### config.mk
export PLATFORM = sky130hd
export DESIGN_NAME = sdot_dma_master
export DESIGN_NICKNAME = d
export VERILOG_FILES = /design/src/rtl/sdot_dma_master.sv
export SDC_FILE = /design/constraint.sdc
export NUM_CORES = 1
export LEC_CHECK = 0
export CORE_MARGIN = 1
export CORE_UTILIZATION = 35
export CTS_BUF_LIST = sky130_fd_sc_hd__clkbuf_8
export DETAILED_ROUTE_END_ITERATION = 16
export GPL_TIMING_DRIVEN = 0
export HOLD_SLACK_MARGIN = 0.12
export SLEW_MARGIN = 40
export SYNTH_ARGS = -nofsm -noshare
export SYNTH_HDL_FRONTEND = slang
export SYNTH_SLANG_ARGS = --single-unit
### constraint.sdc
create_clock -name clk -period 4.15 [get_ports clk]
set_input_delay 0.415 -clock clk [delete_from_list [all_inputs] [get_ports clk]]
set_output_delay 0.415 -clock clk [all_outputs]
set_load 0.005 [all_outputs]
### src/rtl/sdot_dma_master.sv
// sdot_dma_master: CSR-programmed DMA master that streams an x vector and a
// w vector into a dot-product accelerator, reads back its result and stores
// it to a destination address. Single outstanding transfer at a time.
module sdot_dma_master #(
  parameter logic [31:0] ACC_BASE = 32'h0000_0000,
  parameter logic [31:0] RES_ADDR = 32'h0000_1000,
  parameter int unsigned MAX_LEN  = 96
) (
  input  logic        clk,
  input  logic        reset,
  input  logic [2:0]  csr_address,
  input  logic        csr_write,
  input  logic        csr_read,
  input  logic        csr_chipselect,
  input  logic [31:0] csr_writedata,
  output logic [31:0] csr_readdata,
  output logic [31:0] m_address,
  output logic        m_read,
  output logic        m_write,
  output logic [31:0] m_writedata,
  input  logic [31:0] m_readdata,
  input  logic        m_waitrequest,
  output logic        irq
);

  localparam logic [6:0] LP_MAX_LEN = 7'(MAX_LEN);

  typedef enum logic [2:0] {
    S_IDLE, S_RD_X, S_WR_X, S_RD_W, S_WR_W, S_RD_RES, S_WR_RES, S_FIN
  } state_t;

  state_t      r_state;
  logic        r_busy;
  logic        r_done;
  logic [31:0] r_src_x;
  logic [31:0] r_src_w;
  logic [31:0] r_dst;
  logic [6:0]  r_len;
  logic [6:0]  r_len_eff;
  logic [6:0]  r_i;
  logic [31:0] r_result;
  logic [31:0] r_data;
  logic [31:0] r_m_address;
  logic        r_m_read;
  logic        r_m_write;
  logic [31:0] r_csr_readdata;

  logic        w_start;
  logic [6:0]  w_len_eff;
  logic [6:0]  w_i_next;
  logic        w_more;
  logic [31:0] w_off;
  logic [31:0] w_off_next;

  assign w_start    = csr_chipselect & csr_write & (csr_address == 3'd0) & csr_writedata[0];
  assign w_len_eff  = (r_len > LP_MAX_LEN) ? LP_MAX_LEN : r_len;
  assign w_i_next   = r_i + 7'd1;
  assign w_more     = ({1'b0, r_i} + 8'd1) < {1'b0, r_len_eff};
  assign w_off      = {23'd0, r_i, 2'b00};
  assign w_off_next = {23'd0, w_i_next, 2'b00};

  // Job configuration registers; frozen while a job is running.
  always_ff @(posedge clk) begin
    if (reset) begin
      r_src_x <= '0;
      r_src_w <= '0;
      r_dst   <= '0;
      r_len   <= '0;
    end else if (csr_chipselect && csr_write && !r_busy) begin
      case (csr_address)
        3'd2:    r_src_x <= csr_writedata;
        3'd3:    r_src_w <= csr_writedata;
        3'd4:    r_len   <= csr_writedata[6:0];
        3'd5:    r_dst   <= csr_writedata;
        default: ;
      endcase
    end
  end

  // Transfer sequencer; master strobes/address/data are registered and
  // loaded on the transition into each transfer state so the strobe is up
  // in the first cycle of that state and holds until accepted.
  always_ff @(posedge clk) begin
    if (reset) begin
      r_state     <= S_IDLE;
      r_busy      <= 1'b0;
      r_done      <= 1'b0;
      r_m_read    <= 1'b0;
      r_m_write   <= 1'b0;
      r_m_address <= '0;
      r_data      <= '0;
      r_result    <= '0;
      r_i         <= '0;
      r_len_eff   <= '0;
    end else begin
      case (r_state)
        S_IDLE: begin
          if (w_start) begin
            r_done    <= 1'b0;
            r_busy    <= 1'b1;
            r_i       <= '0;
            r_len_eff <= w_len_eff;
            if (w_len_eff != 7'd0) begin
              r_m_read    <= 1'b1;
              r_m_address <= r_src_x;
              r_state     <= S_RD_X;
            end else begin
              r_state <= S_FIN;
            end
          end
        end
        S_RD_X: begin
          if (!m_waitrequest) begin
            r_data      <= m_readdata;
            r_m_read    <= 1'b0;
            r_m_write   <= 1'b1;
            r_m_address <= ACC_BASE + 32'h80 + w_off;
            r_state     <= S_WR_X;
          end
        end
        S_WR_X: begin
          if (!m_waitrequest) begin
            r_m_write <= 1'b0;
            r_m_read  <= 1'b1;
            if (w_more) begin
              r_i         <= w_i_next;
              r_m_address <= r_src_x + w_off_next;
              r_state     <= S_RD_X;
            end else begin
              r_i         <= '0;
              r_m_address <= r_src_w;
              r_state     <= S_RD_W;
            end
          end
        end
        S_RD_W: begin
          if (!m_waitrequest) begin
            r_data      <= m_readdata;
            r_m_read    <= 1'b0;
            r_m_write   <= 1'b1;
            r_m_address <= ACC_BASE + w_off;
            r_state     <= S_WR_W;
          end
        end
        S_WR_W: begin
          if (!m_waitrequest) begin
            r_m_write <= 1'b0;
            r_m_read  <= 1'b1;
            if (w_more) begin
              r_i         <= w_i_next;
              r_m_address <= r_src_w + w_off_next;
              r_state     <= S_RD_W;
            end else begin
              r_i         <= '0;
              r_m_address <= RES_ADDR;
              r_state     <= S_RD_RES;
            end
          end
        end
        S_RD_RES: begin
          if (!m_waitrequest) begin
            r_result    <= m_readdata;
            r_data      <= m_readdata;
            r_m_read    <= 1'b0;
            r_m_write   <= 1'b1;
            r_m_address <= r_dst;
            r_state     <= S_WR_RES;
          end
        end
        S_WR_RES: begin
          if (!m_waitrequest) begin
            r_m_write <= 1'b0;
            r_state   <= S_FIN;
          end
        end
        S_FIN: begin
          r_busy  <= 1'b0;
          r_done  <= 1'b1;
          r_state <= S_IDLE;
        end
        default: r_state <= S_IDLE;
      endcase
    end
  end

  // CSR read port, one cycle latency; returns values from before this edge.
  always_ff @(posedge clk) begin
    if (reset) begin
      r_csr_readdata <= '0;
    end else if (csr_chipselect && csr_read) begin
      case (csr_address)
        3'd1:    r_csr_readdata <= {30'd0, r_done, r_busy};
        3'd2:    r_csr_readdata <= r_src_x;
        3'd3:    r_csr_readdata <= r_src_w;
        3'd4:    r_csr_readdata <= {25'd0, r_len};
        3'd5:    r_csr_readdata <= r_dst;
        3'd6:    r_csr_readdata <= r_result;
        default: r_csr_readdata <= '0;
      endcase
    end
  end

  assign csr_readdata = r_csr_readdata;
  assign m_address    = r_m_address;
  assign m_read       = r_m_read;
  assign m_write      = r_m_write;
  assign m_writedata  = r_data;
  assign irq          = r_done;

endmodule

Word level (Yosys, flattened, before mapping)
Cells that the tools add are included.
- multiplexer cells: 37
- order comparisons: 2
- reductions and logical operators: 28
- add/subtract/negate cells: 5
- equal/unequal tests: 24
- bitwise logic cells: 4
- operator list (cell ; number):
    32-bit one-hot mux with 6 select lines ; 2
    32-bit 2-to-1 mux ; 9
    32-bit by 9-bit adder with 32-bit output ; 2
    7-bit 2-to-1 mux ; 4
    3-bit 2-to-1 mux ; 9
    3-bit one-hot mux with 8 select lines ; 1
    2-bit != test, second input constant ; 11
    3-bit equality test, second input constant ; 7
    2-bit AND reduction ; 8
    7-bit one-hot mux with 2 select lines ; 1
    3-bit by 2-bit equality test with 1-bit output, second input constant ; 4
    8-bit by 9-bit adder with 10-bit output, first input constant ; 1
    7-bit by 1-bit adder with 8-bit output, second input constant ; 1
    8-bit by 7-bit < comparator with 1-bit output ; 1
    8-bit AND reduction ; 1
    7-bit by 1-bit adder with 7-bit output, second input constant ; 1
    7-bit > comparator, second input constant ; 1
    7-bit AND reduction ; 1
    7-bit nonzero test ; 1
    3-bit by 1-bit equality test with 1-bit output, second input constant ; 2
    3-bit logical NOT ; 2
    1-bit 2-to-1 mux ; 6
    1-bit one-hot mux with 2 select lines ; 3
    3-bit AND reduction ; 2
    other kinds (12) ; 19
- flip-flop bits (word level): 252
- output and inout port bits: 99
- bits of input ports: 73

Depth between registers and ports, before layout
- depth after elaboration: 6
- mapped depth: 13
- depth with buffers taken out: 12

Least setup slack after synthesis
No wires, ideal clock.
- kind: register to register
- start point: reg r_i[0]
- end point: reg r_m_address[31], in the netlist m_address[31]
- slack: 1229 ps
- stages on the path, launching flop included: 14
- clock period less this slack: 2921 ps
- required time: 4029 ps
- arrival: 2799 ps
- setup time: 121 ps
- cells stage by stage: dfxtp_1 ha_1 nand3_1 nor2_1 xor2_1 ha_1 a21oi_1 o21ai_0 o21ai_1 clkbuf_1 nor4_1 xor2_1 a221oi_1 o21ai_1
- cells in the longest elaborated chain, start to end: 5
- ends and longest elaborated chain (element ; line ; text):
    start: declaration ; 40 ; logic [6:0] r_i;
    start signal: assignment ; 126 ; r_i <= w_i_next;
    start signal: assignment ; 150 ; r_i <= w_i_next;
    7-bit by 1-bit adder with 7-bit output / 7-bit by 1-bit adder with 8-bit output (equally long branches) ; 57, 58 ;
    32-bit by 9-bit adder with 32-bit output (tied with other cells) ; 151 ; r_m_address <= r_src_w + w_off_next;
    32-bit 2-to-1 mux (on tied branches) ; 149, 125 ;
    32-bit 2-to-1 mux (on tied branches) ; 146, 122 ;
    32-bit one-hot mux with 6 select lines * ; 96 ; case (r_state)
    end signal: assignment ; 105 ; r_m_address <= r_src_x;
    end signal: assignment ; 141 ; r_m_address <= ACC_BASE + w_off;
    end signal: assignment ; 151 ;
    end: declaration ; 43 ; logic [31:0] r_m_address;
Every way passes the cells marked *; elsewhere a longest branch is shown, timed or not. The select of a mux whose other input is x is not followed.
A chain may end at the register's enable or synchronous reset.

Final worst setup path
- start point: reg r_i[0]
- end point: reg r_m_address[5], in the netlist m_address[5]
Same word-level chain as after synthesis.

==> metrics.yaml <==
grt_usage: 0.270
cts_buffers: 45
drt-met1-wl_microns: 23000
status: "complete, no violations"
cp_top_family: "simple AND/OR/NAND/NOR gates"
syn_nets: 1810
crit_chain: "ha_1 -> nand3_1 -> nor2_1 -> xor2_1 -> ha_1 -> a21oi_1 -> nand2_1 -> nor3_2 -> nand2_1 -> buf_2 -> o221ai_1 -> o221ai_1 -> a21oi_1"
p_leak_nw: 5.32
first_pass_iters: 6
vias: 13400
synthesis.area_sq_mm: 0.0129
avgRoutedWirePerCell_microns: 21.5
setup_violations: 0
synth-main-ff-cell: "dfxtp_1"
holdBufCountCts: 0
cp-start-kind: "flip-flop"
start_util: 0.358
worstMarginPinSlew_ns: 0.871
route.detailed.drc: 0
critPathRequiredTime_ns: 4.65
vdd_drop_max_uv: 210
ant_nets: 0
critPathSlowestCell: "xor2_1"
cp_num_buf_inv: 1
slew_violations: 0
finalWirelength_microns: 52000
cts_sinks: 252
cts_root_buffer: "clkbuf_8"
dpl-instance-area_sq_mm: 0.0152
place_hpwl_microns: 40400
ys_warn_count: 0
final_cells: 2420
power.density_mw_per_mm2: 427
synth_edf_count: 0
fin_worst_skew_ns: 0.0272
path_max_fanout: 10
dieWidth_microns: 194
stdcell_area_sq_mm: 0.0161
rsz0062_at_grt: "no"
clk_latency_ns: 0.60
synth_seq_cells: 252
synth.avg_cell_area_sq_um: 7.53
dr.max_layer_used: "met4"
crit_path_end_kind: "flip-flop"
nets: 2028
worstHoldPathType: "input port to flip-flop"
first_iter_violations: 1402
wl_met3_microns: 4980
clock_path_buffers: 3
place_inst: 2342
antenna_found_initial: 0
grt_overflow: 0
grt_pass1_wl_microns: 78300
port_buffers: 169
grt_pass1_vias: 12700
die_area_sq_mm: 0.0375
rows: 69
cts_setup_buffers: 0
worstPathArrival_ns: 4.45
syn_inst: 1710
final_cell_mix: "nand2_1, a21oi_1, dfxtp_1"
max_cap_viol_count: 0
max_freq_mhz: 253
yosysSeqAreaShare: 0.392
layout-drive-gt1-share: 0.0755
post-route-min-period_ns: 3.95
final_common_cell: "nand2_1"
core_area_sq_mm: 0.0359
htreeDepth: 2
synth.distinct_cells: 75
fin_crit_sh: 0.951
path_clk_slew_ns: 0.06
synth-async-reset-ratio: 0
slew_headroom: 0.415
routabilityCongestion: 0.960
grt_max_degree: 13
cts_resized: 1
cts_tree: "built"
route.met2.wl_microns: 22500
die_h_microns: 194
num_io_pins: 172
finalHoldViolations: 0
syn_to_final_growth_pct: 25.2
viasPerCell: 5.54
max_stage_delay_ns: 0.42
diodes: 0
crit_type: "flip-flop to flip-flop"
[kinds of logic (layout without fill, tap and decap cells)]
| logic type | after synthesis | after routing | share of synthesized area |
|---|---|---|---|
| XOR/XNOR | 52 | 52 | 0.0354 |
| AND/OR/NAND/NOR | 654 | 654 | 0.219 |
| buffers and inverters | 166 | 415 | 0.0559 |
| adder cells (fa/ha/maj) | 27 | 27 | 0.0274 |
| multiplexers | 24 | 24 | 0.0195 |
| AO/OA/AOI/OAI | 535 | 535 | 0.251 |
| flip-flops | 252 | 252 | 0.392 |
[power by group]
part	internal (mW)	switching [mW]	total (mW)
Clock	1.36	1.11	2.47
Combinational	0.631	1.15	1.78
Sequential	2.53	0.0925	2.63
[routing by layer]
metal  up-vias  track usage
met5         -            0
met4         0       0.0910
met3        84       0.0553
met2       644        0.417
met1      6257        0.373
li1       6421            -
[state kept, by name (all words and copies together) (netlist names), 7 cells and up]
register / flops
r_dst: 32
r_len_eff: 7
csr_readdata: 32
m_address: 32
m_writedata: 32
r_result: 32
r_src_x: 32
r_i: 7
r_src_w: 32
r_len: 7
[cells in the mapped netlist, types with 4 or more instances]
| cell type | count | area, sq um |
|---|---|---|
| nand2_1 | 412 | 1550 |
| a211oi_1 | 11 | 82.6 |
| a222oi_1 | 5 | 50.1 |
| clkbuf_2 | 5 | 25.0 |
| clkbuf_1 | 92 | 345 |
| and3_1 | 4 | 25.0 |
| and2_1 | 12 | 75.1 |
| mux2i_1 | 15 | 150 |
| o221ai_1 | 9 | 78.8 |
| xor2_1 | 20 | 175 |
| buf_4 | 7 | 52.6 |
| o21ai_1 | 8 | 40.0 |
| nand2b_1 | 6 | 37.5 |
| nor2_1 | 97 | 364 |
| inv_1 | 26 | 97.6 |
| a21o_1 | 5 | 37.5 |
| nor3_1 | 34 | 170 |
| a221oi_1 | 25 | 219 |
| a22oi_1 | 54 | 405 |
| a221o_1 | 8 | 80.1 |
| dfxtp_1 | 252 | 5040 |
| or3_1 | 7 | 43.8 |
| o21ai_0 | 69 | 345 |
| nor2b_1 | 9 | 56.3 |
| a21oi_1 | 287 | 1440 |
| mux2_2 | 9 | 101 |
| a31oi_1 | 4 | 25.0 |
| nand3_1 | 30 | 150 |
| xnor2_1 | 32 | 280 |
| buf_2 | 30 | 150 |
| nor4_1 | 10 | 62.6 |
| a22o_1 | 6 | 52.6 |
| nand3b_1 | 4 | 30.0 |
| o21a_1 | 15 | 113 |
| ha_1 | 25 | 313 |
| nand4_1 | 9 | 56.3 |
| a211o_1 | 4 | 35.0 |
[metrics by stage]
| stage | util | setup WS [ns] | TNS, ns | power, mW | hold slack (ns) |
|---|---|---|---|---|---|
| 6_report | 0.449 | 0.203 | 0 | 6.87 | 0.421 |
| 5_1_grt | 0.449 | 0.0292 | 0 | 7.16 | 0.409 |
| 2_1_floorplan | - | 1.23 | 0 | 3.63 | 0.432 |
| 3_5_place_dp | 0.422 | -0.00401 | -0.00401 | 4.41 | 0.446 |
| 3_3_place_gp | 0.422 | -0.0162 | -0.0162 | 4.40 | 0.442 |
| 4_1_cts | 0.448 | 0.0797 | 0 | 6.87 | 0.380 |
[area by class of cell]
type	count	area [sq um]
Buffer	139	621
Clock inverter	21	156
Clock buffer	57	785
Fill cell	3693	19800
Sequential cell	252	5040
Tap cell	461	577
Inverter	27	101
Multi-Input combinational cell	1292	7130
Timing Repair Buffer	171	1700
[final timing paths]
check,start,to,slack (ns),depth (start not counted)
max,r_i[0]$_SDFFE_PP0P_,m_address[5]$_SDFFE_PP0P_,0.20,13
min,m_readdata[23],m_writedata[23]$_SDFFE_PP0P_,0.42,3
max reg2reg,r_i[0]$_SDFFE_PP0P_,m_address[5]$_SDFFE_PP0P_,0.20,13
min reg2reg,m_address[5]$_SDFFE_PP0P_,m_address[5]$_SDFFE_PP0P_,0.45,2
[worst min-delay path: stages]
cell and delay, ns:
clkdlybuf4s50_1 0.42, nand2_1 0.06, a21oi_1 0.05
(Power assumes the default switching activity.)
